**src/rtl/psram_fb_sched.sv**
```systemverilog
// psram_fb_sched: per-line read-burst / write-FIFO slot scheduler for a 2-channel PSRAM framebuffer.
// Optional build macro PSRAM_SCHED_STATS_EN adds saturating drop_cnt/abort_cnt outputs.
module psram_fb_sched #(
    parameter int SLOT        = 32,
    parameter int RD_BURSTS   = 6,
    parameter int WFIFO_DEPTH = 4
) (
    input  logic        clk,
    input  logic        reset,
    input  logic        calib_done,
    input  logic        line_start,
    input  logic [8:0]  line_num,
    input  logic [2:0]  page,
    input  logic        wr_req,
    output logic        wr_ready,
    input  logic [17:0] wr_addr,
    input  logic [31:0] wr_data,
    output logic        cmd0,
    output logic        cmd_en0,
    output logic [20:0] addr0,
    output logic [31:0] wr_data0,
    output logic [3:0]  data_mask0,
    output logic        cmd1,
    output logic        cmd_en1,
    output logic [20:0] addr1,
    output logic [31:0] wr_data1,
    output logic [3:0]  data_mask1,
`ifdef PSRAM_SCHED_STATS_EN
    output logic [15:0] drop_cnt,
    output logic [15:0] abort_cnt,
`endif
    output logic        rd_phase
);
    localparam int TW = $clog2(SLOT);
    localparam int AW = $clog2(WFIFO_DEPTH);
    localparam logic [1:0] WAIT_CAL = 2'd0, IDLE = 2'd1, READ = 2'd2, WRITE = 2'd3;

    logic [1:0]    state;
    logic [TW-1:0] timer;
    logic          ch;
    logic [2:0]    k;
    logic [8:0]    line_q;
    logic [2:0]    page_q;
    logic [17:0]   fa [WFIFO_DEPTH];
    logic [31:0]   fd [WFIFO_DEPTH];
    logic [2:0]    fp [WFIFO_DEPTH];
    logic [AW-1:0] rp, wp;
    logic [AW:0]   cnt, cnt_next;
    logic          start, slot, rd_go, wr_go, go, last_rd, push, full;
    logic [20:0]   cmd_addr;

    // A new line restarts the schedule and suppresses whatever slot coincides with it.
    assign start    = calib_done && line_start && state != WAIT_CAL;
    assign slot     = calib_done && timer == '0 && !start;
    assign rd_go    = slot && state == READ;
    assign wr_go    = slot && state == WRITE && cnt != '0 && fa[rp][5] == ch;
    assign go       = rd_go || wr_go;
    assign last_rd  = rd_go && ch && k == 3'(RD_BURSTS - 1);
    assign full     = cnt == (AW+1)'(WFIFO_DEPTH);
    assign push     = wr_req && (!full || wr_go);
    assign cnt_next = cnt + (AW+1)'(push) - (AW+1)'(wr_go);
    assign cmd_addr = wr_go ? {fp[rp], fa[rp][17:6], fa[rp][4:0], 1'b0} : {page_q, line_q, k, 6'b0};

    // Slot timer, channel toggle and line/burst state machine.
    always_ff @(posedge clk) begin
        if (reset) begin
            state  <= WAIT_CAL;
            timer  <= '0;
            ch     <= 1'b0;
            k      <= '0;
            line_q <= '0;
            page_q <= '0;
        end else if (!calib_done) begin
            state <= WAIT_CAL;
        end else if (start) begin
            state  <= READ;
            timer  <= '0;
            ch     <= 1'b0;
            k      <= '0;
            line_q <= line_num;
            page_q <= page;
        end else begin
            timer <= timer == TW'(SLOT - 1) ? '0 : timer + 1'b1;
            if (timer == TW'(SLOT - 1)) ch <= ~ch;
            if (state == WAIT_CAL) state <= IDLE;
            if (last_rd) state <= WRITE;
            else if (rd_go && ch) k <= k + 1'b1;
        end
    end

    // Write FIFO storage; each entry keeps the page that was current when it was pushed.
    always_ff @(posedge clk) begin
        if (push) begin
            fa[wp] <= wr_addr;
            fd[wp] <= wr_data;
            fp[wp] <= page;
        end
    end

    // FIFO pointers and occupancy; a pop frees room for a same-cycle push when full.
    always_ff @(posedge clk) begin
        if (reset) begin
            rp       <= '0;
            wp       <= '0;
            cnt      <= '0;
            wr_ready <= 1'b1;
        end else begin
            if (push) wp <= wp + 1'b1;
            if (wr_go) rp <= rp + 1'b1;
            cnt      <= cnt_next;
            wr_ready <= cnt_next != (AW+1)'(WFIFO_DEPTH);
        end
    end

    // Registered command outputs; only the channel owning the current slot strobes.
    always_ff @(posedge clk) begin
        if (reset) begin
            cmd0       <= 1'b0;
            cmd_en0    <= 1'b0;
            addr0      <= '0;
            wr_data0   <= '0;
            data_mask0 <= 4'hF;
            cmd1       <= 1'b0;
            cmd_en1    <= 1'b0;
            addr1      <= '0;
            wr_data1   <= '0;
            data_mask1 <= 4'hF;
            rd_phase   <= 1'b0;
        end else begin
            cmd_en0    <= go && !ch;
            cmd_en1    <= go && ch;
            data_mask0 <= wr_go && !ch ? 4'h0 : 4'hF;
            data_mask1 <= wr_go && ch ? 4'h0 : 4'hF;
            rd_phase   <= calib_done && (start || (state == READ && !last_rd));
            if (go && !ch) begin
                cmd0  <= wr_go;
                addr0 <= cmd_addr;
                if (wr_go) wr_data0 <= fd[rp];
            end
            if (go && ch) begin
                cmd1  <= wr_go;
                addr1 <= cmd_addr;
                if (wr_go) wr_data1 <= fd[rp];
            end
        end
    end

`ifdef PSRAM_SCHED_STATS_EN
    // Saturating counters for refused writes and aborted read sequences.
    always_ff @(posedge clk) begin
        if (reset) begin
            drop_cnt  <= '0;
            abort_cnt <= '0;
        end else begin
            if (wr_req && !push && drop_cnt != 16'hFFFF) drop_cnt <= drop_cnt + 1'b1;
            if (start && state == READ && abort_cnt != 16'hFFFF) abort_cnt <= abort_cnt + 1'b1;
        end
    end
`endif
endmodule

```
**config.mk**
```make
export PLATFORM = sky130hd
export DESIGN_NAME = psram_fb_sched
export DESIGN_NICKNAME = d
export VERILOG_FILES = /design/src/rtl/psram_fb_sched.sv
export SDC_FILE = /design/constraint.sdc
export NUM_CORES = 1
export LEC_CHECK = 0
export BUFFER_PORTS_ARGS = -buffer_cell sky130_fd_sc_hd__buf_2
export CORE_UTILIZATION = 55
export DETAILED_ROUTE_END_ITERATION = 8
export PLACE_DENSITY = 0.87
export SLEW_MARGIN = 10
export SYNTH_ARGS = -nofsm -noshare
export SYNTH_HDL_FRONTEND = slang
export SYNTH_SLANG_ARGS = --single-unit
```
**constraint.sdc**
```tcl
create_clock -name clk -period 4.09 [get_ports clk]
set_input_delay 0.2045 -clock clk [delete_from_list [all_inputs] [get_ports clk]]
set_output_delay 0.2045 -clock clk [all_outputs]
set_load 0.1 [all_outputs]
```
# [Word-level counts from Yosys, hierarchy flattened]
# Memory sizes are Yosys's and may differ from the RTL's. A register that Yosys moved wholly into a read port is not among the register bits.
# Index checks and enable logic that the tools add are counted.
[word_totals] mem_bits_rw=212 mem_count=3 reg_bits=150 in_bits=67
[mem_list] memory="fd" words=4 width=32 rd=1 rd_clocked_by_memory_dff=1 wr=1 line_no="45" source="logic [31:0] fd [WFIFO_DEPTH];"
[mem_list] memory="fa" words=4 width=18 rd=1 rd_clocked_by_memory_dff=1 wr=1 line_no="44" source="logic [17:0] fa [WFIFO_DEPTH];"
[mem_list] memory="fp" words=4 width=3 rd=1 rd_clocked_by_memory_dff=1 wr=1 line_no="46" source="logic [2:0] fp [WFIFO_DEPTH];"
[op_classes] n_bitwise=2 n_eq_ne=8 reduce_logical=39 n_mux=21 add_sub_neg=6
[ops] operator="$mux W21" n=1
[ops] operator="$mux W2" n=9
[ops] operator="$logic_and A1 B1 Y1" n=17
[ops] operator="$mux W5" n=2
[ops] operator="$mux W3" n=3
[ops] operator="$mux W4" n=2
[ops] operator="$reduce_and A2 Y1" n=4
[ops] operator="$reduce_bool A2 Y1" n=4
[ops] operator="$eq A3 B3 Y1 const B" n=2
[ops] operator="$reduce_bool A3 Y1" n=2
[ops] operator="$add A5 B1 Y5 const B" n=1
[ops] operator="$eq A5 B5 Y1 const B" n=1
[ops] operator="$logic_not A5 Y1" n=1
[ops] operator="$add A2 B1 Y2 const B" n=2
[ops] operator="$eq A2 B2 Y1 const B" n=2
[ops] operator="$logic_not A1 Y1" n=4
[ops] operator="$mux W1" n=4
[ops] operator="$add A3 B1 Y3" n=1
[ops] operator="$add A3 B1 Y3 const B" n=1
[ops] operator="$logic_or A1 B1 Y1" n=3
[ops] operator="$ne A3 B3 Y1 const B" n=1
[ops] operator="$reduce_and A3 Y1" n=1
[ops] operator="$reduce_or A3 Y1" n=1
[ops] operator="$sub A3 B1 Y3" n=1
[ops] operator="5 further kinds" n=6

# [Longest topological paths before layout]
# Gate-level depths: netlist of the first run.
[logic_depth] word_depth=12 mapped_depth=12 mapped_depth_nobuf=12

# [Worst setup path after synthesis of the first run]
# Ideal clock, no wire load.
[synth_timing] kind="flip-flop to flip-flop" start="register (tool-made name)" end="memory fa[1][0], enable pin" slack_ps=643 arrival_time_ps=3030 n_path_buf=1 synth_period_minus_slack_ps=3447 required_ps=3674 stages_incl_launch_ff=6 path_cell_list="dfxtp_1 buf_4 mux4_2 xnor2_2 o41ai_4 and2_1"
[synth_lines] element="to (decl)" line_no="44"

==> impl_results.md, run 1 <==
- Commonest cells after routing, fill and taps aside: edfxtp_1, buf_2, nand2_1
- Synth Area in Compound Gates: 6.30%
- CTS tree: done
- Final net count: 1236
- Grt met2 use: 40.0%
- Critical path's largest stage delay: 0.59 ns
- Largest net degree at the start of global routing: 85
- Via density: 5.60
- CP max FO: 7
- R2r startpoint: fa[3][5]$_DFFE_PP_
- # Max-Cap Violations: 0
- Crit-path cells: mux4_2 > xnor2_2 > o41ai_4 > inv_1 > ha_1 > inv_1 > ha_1 > fa_1 > xnor2_1 > nor2_1 > nand2_1
- Seq/Total Area, Yosys: 70.4%
- # placed instances: 1378
- P per Cell Area: 484 nW/um^2
- Num CTS Buffers: 34
- Top_reg_cell synth: edfxtp_1
- Finished Layout Cells: 1501
- H-tree levels: 2
- Type of destination of the critical path: register
- Iteration-0 DRC Markers: 662
- DP HPWL: 17.0 mm
- Seq cells post-synth: 356
- Post-DRT Antenna Nets: 0
- Crit path kind: register to register
- # DRC: 0
- LEAKAGE: 5.70 nW
- Post-Route Skew: 0.0218 ns
- Worst skew pair latency: 0.51 ns
- Hold depth: 3
- CTS Root Cell: clkbuf_16
- Maximum VDD drop: 0.316 mV
- WP data required: 4.49 ns
- Setup violations, final: 0
- Share of cells above drive strength 1: 26.8%
- Outcome: finished, final reports clean
- Area contributors post-synth: edfxtp_1, dfxtp_1, mux4_2
- Mux cell area share after synthesis: 10.4%
- Final min period: 3.19 ns
- FILL cells: 1538
- Post-synthesis simple-gate area fraction: 8.37%
- Unrepaired setup endpoints after global routing: no
- Setup TNS: 0 ns
- GR peak layer: met2
- R2R depth: 11
- Synth Area per Inst: 14.3 sq um
- GP Congestion: 0.790
- # IOs: 187
- Synth Instances: 919
- Count of buffer and inverter cells on the critical path: 2
- F_max: 314 MHz
- Synth area leader: edfxtp_1
- Pins Over Slew Limit: 0
- FFs w/ async S/R, synth: 0%
- DR vias: 8402
- Mapped Area: 13100 sq um
- Routed wire per std cell: 19.1 um
- Area delta synth->final: 22.4%
- Number of setup buffers added after CTS: 0
- FP Rows: 56
- Synth cell types: 46
- Setup crit start: fa[3][5]$_DFFE_PP_
- Synth Area in Adders: 1.20%
- Effective utilization at floorplan: 56.0%
- Critical path's top delay family: adder cells
- IO Port Bufs: 184
- Clock slew at reported path FFs: 0.07 ns
- Die Ht: 157 um
- Placeable Area: 23500 sq um
- Total iterations of the first detailed-routing run: 4
- Crit share post-route: 77.9%
- Post-synth EDFFs: 212
- GRT Total Usage: 23.6%
- Largest family of logic cells by synthesized area: multiplexers
- M1 GR Usage: 30.2%
- Initial antenna violation count: 2
- Post-synth top area share: 48.5%
- Clk sinks: 356
- Die width: 157 um
- First-pass GRT wire length: 43.9 mm
- Worst Max-Slew Pin Slew: 1.06 ns
- Worst setup SP type: register
- Fin. Hold Viols: 0
- Critical Path Slowest Stage Cell: mux4_2
- Max-slew headroom: 29.6%
- Synth warnings: 0
- Final WL: 28.6 mm
- Tightest Hold Check Type: input pin to register
- CP Depth: 11
- DIE AREA: 24500 sq um
- Met3 Use GR: 4.46%
- Hold Startpoint: calib_done
- Most common cell after layout, fill and taps aside: edfxtp_1
- Gr ovfl total: 0
- Max Root-Sink Buffers: 3
- Vias in the first global route: 8370
- Xor-xnor portion of the synthesized cell area: 0.791%
- Data arrival, critical path: 3.59 ns
-- cells in the mapped netlist, types with 3 or more instances --
| library cell | instances |
|---|---|
| edfxtp_1 | 212 |
| nand2_1 | 164 |
| dfxtp_1 | 144 |
| a21oi_1 | 84 |
| nor2_1 | 62 |
| mux4_2 | 53 |
| clkbuf_1 | 34 |
| a211oi_1 | 32 |
| mux2i_1 | 17 |
| inv_1 | 13 |
| ha_1 | 11 |
| buf_2 | 9 |
| buf_4 | 9 |
| xnor2_1 | 8 |
| a22oi_1 | 6 |
| buf_1 | 5 |
| nand3_1 | 5 |
| nand4_1 | 5 |
| and2_1 | 4 |
| nand2b_1 | 4 |
| nor2b_1 | 4 |
| or3_1 | 4 |
| o21ai_0 | 3 |
-- registers in the layout (all words and copies together), names as in the netlist, named ones only --
| name | count |
|---|---|
| addr0 | 20 |
| line_q | 9 |
| page_q | 3 |
| addr1 | 20 |
| cmd1 | 1 |
| ch | 1 |
| rd_phase | 1 |
| cmd_en1 | 1 |
| fd | 128 |
| rp | 2 |
| cnt | 3 |
| timer | 5 |
| wr_data1 | 32 |
| state | 2 |
| wp | 2 |
| cmd0 | 1 |
| data_mask1 | 1 |
| cmd_en0 | 1 |
| fa | 72 |
| wr_ready | 1 |
| data_mask0 | 1 |
| k | 3 |
| fp | 12 |
| wr_data0 | 32 |
-- kinds of logic after synthesis --
kind of cell | count (synthesis)
flops | 356
simple gates | 262
compound gates | 135
buf+inv | 72
mux | 70
fa+ha+maj | 12
xor+xnor | 11
other cells | 1
-- power breakdown --
group	leakage [nW]	switching [mW]	total (mW)	internal, mW
clock	0.539	1.29	3.07	1.78
combinational	2.06	0.358	0.590	0.231
sequential	3.11	0.0703	4.12	4.05
-- final timing paths --
path                                         endpoint  slack [ns]
worst min register to register  addr1[1]$_SDFFE_PP0P_        0.45
worst max register to register    wr_ready$_SDFF_PP1_        0.90
worst max-delay path              wr_ready$_SDFF_PP1_        0.90
worst min-delay path            timer[0]$_SDFFE_PP0P_        0.13
-- layout make-up --
cell class | instances | area, sq um | area share [%]
timing repair buffer | 260 | 1700 | 10.6
tap | 319 | 399 | 2.48
clock inverter | 15 | 133 | 0.825
clock buffer | 44 | 960 | 5.97
sequential | 356 | 9250 | 57.5
inverter | 13 | 48.8 | 0.303
multi-input combinational | 492 | 3580 | 22.3
antenna | 2 | 5.00 | 0.0311
-- tightest hold or removal path: cells and delay by family --
kind                      cells  cell delay (ns)
buffers and inverters         1             0.18
and+or+nand+nor               1             0.03
xor gates and xnor gates      1             0.17
-- per-layer routing --
| metal | wire length (um) | up-vias |
|---|---|---|
| met2 | 14300 | 338 |
| met3 | 1810 | 65 |
| met5 | 0 | - |
| li1 | - | 3826 |
| met1 | 11700 | 4173 |
| met4 | 813 | 0 |
-- per-stage QoR --
step           setup slack (ns)  hold slack [ns]  power (mW)  cell area [sq um]  util, %
6_report                  0.904            0.135        7.79              16100     68.5
5_1_grt                   0.686            0.146        8.03              16100     68.5
4_1_cts                   0.894            0.116        7.83              16100     68.5
3_5_place_dp              0.937            0.422        4.74              14400     61.2
3_3_place_gp               1.05            0.416        4.71              14400     61.2
2_1_floorplan             0.643            0.303        4.53              13100        -
-- what timing repair did --
| item | in CTS | in global routing |
|---|---|---|
| hold endpoints to repair | 222 | 0 |
| resized for setup | 0 | 0 |
| hold buffers | 62 | 0 |
(Power assumes the default switching activity.)
==> run 2, diff against run 1 <==
--- a/config.mk
+++ b/config.mk
@@ -5,10 +5,11 @@
 export SDC_FILE = /design/constraint.sdc
 export NUM_CORES = 1
 export LEC_CHECK = 0
+export ABC_AREA = 1
 export BUFFER_PORTS_ARGS = -buffer_cell sky130_fd_sc_hd__buf_2
-export CORE_UTILIZATION = 55
+export CORE_UTILIZATION = 52
 export DETAILED_ROUTE_END_ITERATION = 8
-export PLACE_DENSITY = 0.87
+export PLACE_DENSITY = 0.86
 export SLEW_MARGIN = 10
 export SYNTH_ARGS = -nofsm -noshare
 export SYNTH_HDL_FRONTEND = slang
==> constraint.sdc (replaced) <==
create_clock -name clk -period 2.68 [get_ports clk]
set_input_delay 0.134 -clock clk [delete_from_list [all_inputs] [get_ports clk]]
set_output_delay 0.134 -clock clk [all_outputs]
set_load 0.1 [all_outputs]
==> run 2 against run 1 <==
Via count increased by 26%. Fmax increased by 21%. Flip-flop and latch count unchanged. Highest routed layer unchanged.
==> impl_results.md, run 2 <==
- Mapped Area: 13700 sq um
- Post-synth top cells: nor2_1, edfxtp_1, o21ai_0, dfxtp_1, nand2_1
- Largest net degree at the start of global routing: 59
- Worst setup SP type: register
- GRT Total Usage: 25.5%
- GP Congestion: 0.849
- Post-synth top area share: 46.3%
- Area contributors post-synth: edfxtp_1, dfxtp_1, nor2_1
- R2R depth: 17
- Most common cell after layout, fill and taps aside: nor2_1
- Maximum VDD drop: 0.479 mV
- CP max FO: 3
- FILL cells: 1888
- Via density: 5.64
- Share of cells above drive strength 1: 21.1%
- Critical Path Slowest Stage Cell: fa_2
- Synth Instances: 1279
- First-pass GRT wire length: 53.2 mm
- Pins Over Slew Limit: 0
- Gr ovfl total: 0
- Effective utilization at floorplan: 52.9%
- Type of destination of the critical path: register
- CTS Root Cell: clkbuf_16
- Post-DRT Antenna Nets: 0
- # Max-Cap Violations: 0
- Vias in the first global route: 10400
- Routed wire per std cell: 18.4 um
- LEAKAGE: 6.93 nW
- Max Root-Sink Buffers: 3
- Critical path's largest stage delay: 0.34 ns
- Crit share post-route: 98.6%
- WP data required: 3.07 ns
- Top-count cell post-synth: nor2_1
- Place WS: -0.100 ns
- Area delta synth->final: 23.8%
- Antenna cells: 0
- # IOs: 187
- Die Ht: 165 um
- Num CTS Buffers: 36
- Setup ws final: 0.0370 ns
- Setup crit start: timer[1]$_SDFFE_PP0P_
- Fin. Hold Viols: 0
- Max reg flops: 128
- Setup violations, final: 0
- Placeable Area: 26000 sq um
- IO Port Bufs: 184
- P per Cell Area: 725 nW/um^2
- Crit-path cells: inv_2 > ha_4 > nand2_1 > nor2_2 > nand2_2 > nor2_8 > buf_4 > nand2_4 > nand2_2 > ha_4 > inv_1 > ha_2 > fa_2 > xor2_1 > or2_4 > a21oi_4 > nand3_2
- Power, Total: 12.3 mW
- Worst reg2reg setup slack: 0.04 ns
- Iteration-0 DRC Markers: 1088
- Top flop regs: fd x128, fa x72
- Post-Route Skew: 0.0173 ns
- FFs w/ async S/R, synth: 0%
- H-tree levels: 2
- Post-synth EDFFs: 212
- Synth warnings: 0
- DR vias: 10600
- Seq/Total Area, Yosys: 67.3%
- Synth cell types: 34
- Top_reg_cell synth: edfxtp_1
- # DRC: 0
- Final net count: 1594
- Worst Max-Slew Pin Slew: 0.668 ns
- R2r startpoint: timer[1]$_SDFFE_PP0P_
- Final min period: 2.64 ns
- Max-slew headroom: 55.4%
- Final WL: 34.5 mm
- FP Rows: 59
- Clk sinks: 356
- Outcome: finished, final reports clean
- Synth Area per Inst: 10.7 sq um
- Crit path kind: register to register
- F_max: 378 MHz
- Unrepaired setup endpoints after global routing: yes
- Largest Register: fd
- Die width: 165 um
- Total iterations of the first detailed-routing run: 5
- Worst skew pair latency: 0.52 ns
- Synth area leader: edfxtp_1
- Commonest cells after routing, fill and taps aside: nor2_1, edfxtp_1, buf_2
- Seq cells post-synth: 356
- DIE AREA: 27100 sq um
- Clock slew at reported path FFs: 0.06 ns
- Initial antenna violation count: 0
- DP HPWL: 20.3 mm
- CP Capture Point: wr_ready$_SDFF_PP1_
- Data arrival, critical path: 3.04 ns
- FF-to-FF End: wr_ready$_SDFF_PP1_
- Tightest Hold Check Type: input pin to register
- CTS tree: done
run 2: what timing repair did:
item                       CTS  global route
setup endpoints to repair    1             1
gates resized for setup      5             6
hold endpoints to repair   225             0
pin swaps                    6             1
cloned                       0             0
hold buffers                63             0
buffers inserted             1             0
run 2: cells by family after synthesis:
family	synth area share (%)
AO/OA/AOI/OAI	11.3
buffers and inverters	4.70
XOR/XNOR	0.191
adder cells (fa/ha/maj)	1.15
other	0.0273
flip-flops	67.3
AND/OR/NAND/NOR	15.3
run 2: area by class of cell:
type	instances	area, sq um	share of cell area (%)
Clock buffer	52	1110	6.52
Clock inverter	14	189	1.11
Inverter	50	189	1.11
Multi-Input combinational cell	786	3960	23.3
Sequential cell	356	9260	54.4
Tap cell	335	419	2.46
Timing Repair Buffer	285	1890	11.1
run 2: worst max-delay path, delay by kind of cell, from the launching register on:
| kind | cells | cell delay, ns |
|---|---|---|
| adder cells (fa/ha/maj) | 4 | 0.92 |
| AND/OR/NAND/NOR | 8 | 0.74 |
| flip-flops | 1 | 0.33 |
| buffers and inverters | 3 | 0.25 |
| XOR/XNOR | 1 | 0.16 |
| AO/OA/AOI/OAI | 1 | 0.13 |
run 2: power breakdown:
group / internal [mW] / switching (mW) / leakage (nW) / total (mW)
Sequential: 6.08 / 0.0659 / 3.11 / 6.15
Combinational: 0.284 / 0.563 / 3.18 / 0.847
Clock: 3.29 / 2.05 / 0.637 / 5.34
run 2: through the flow:
| stage | TNS, ns | hold WS [ns] | util (%) | cell area, sq um | std cells |
|---|---|---|---|---|---|
| floorplan | -64.88 | 0.233 | - | 13800 | 1280 |
| global placement | 0 | 0.344 | 57.8 | 15000 | 1748 |
| detailed placement | -0.100 | 0.348 | 57.8 | 15000 | 1748 |
| CTS | 0 | 0.00620 | 65.4 | 17000 | 1878 |
| global route | -0.0981 | 0.0360 | 65.5 | 17000 | 1878 |
| finish | 0 | 0.0187 | 65.5 | 17000 | 1878 |
run 2: routing by layer:
layer | up-vias | global-route usage, % | part of all wire (%)
met3 | 77 | 5.02 | 9.0
li1 | 4887 | - | -
met5 | - | 0 | 0
met4 | 0 | 10.0 | 2.2
met1 | 5048 | 31.3 | 38
met2 | 588 | 44.1 | 51
run 2: how the worst min path moves through the flow:
stage,start,endpoint,slack (ns),cells past startpoint
2_1_floorplan,wr_addr[0],fa[0][0]$_DFFE_PP_,0.23,0
3_3_place_gp,wr_addr[3],fa[1][3]$_DFFE_PP_,0.34,1
3_5_place_dp,wr_data[16],fd[2][16]$_DFFE_PP_,0.35,1
4_1_cts,wr_req,wp[1]$_SDFFE_PP0P_,0.006,3
5_1_grt,wr_req,wp[0]$_SDFFE_PP0P_,0.04,3
6_report,wr_req,wp[1]$_SDFFE_PP0P_,0.02,3
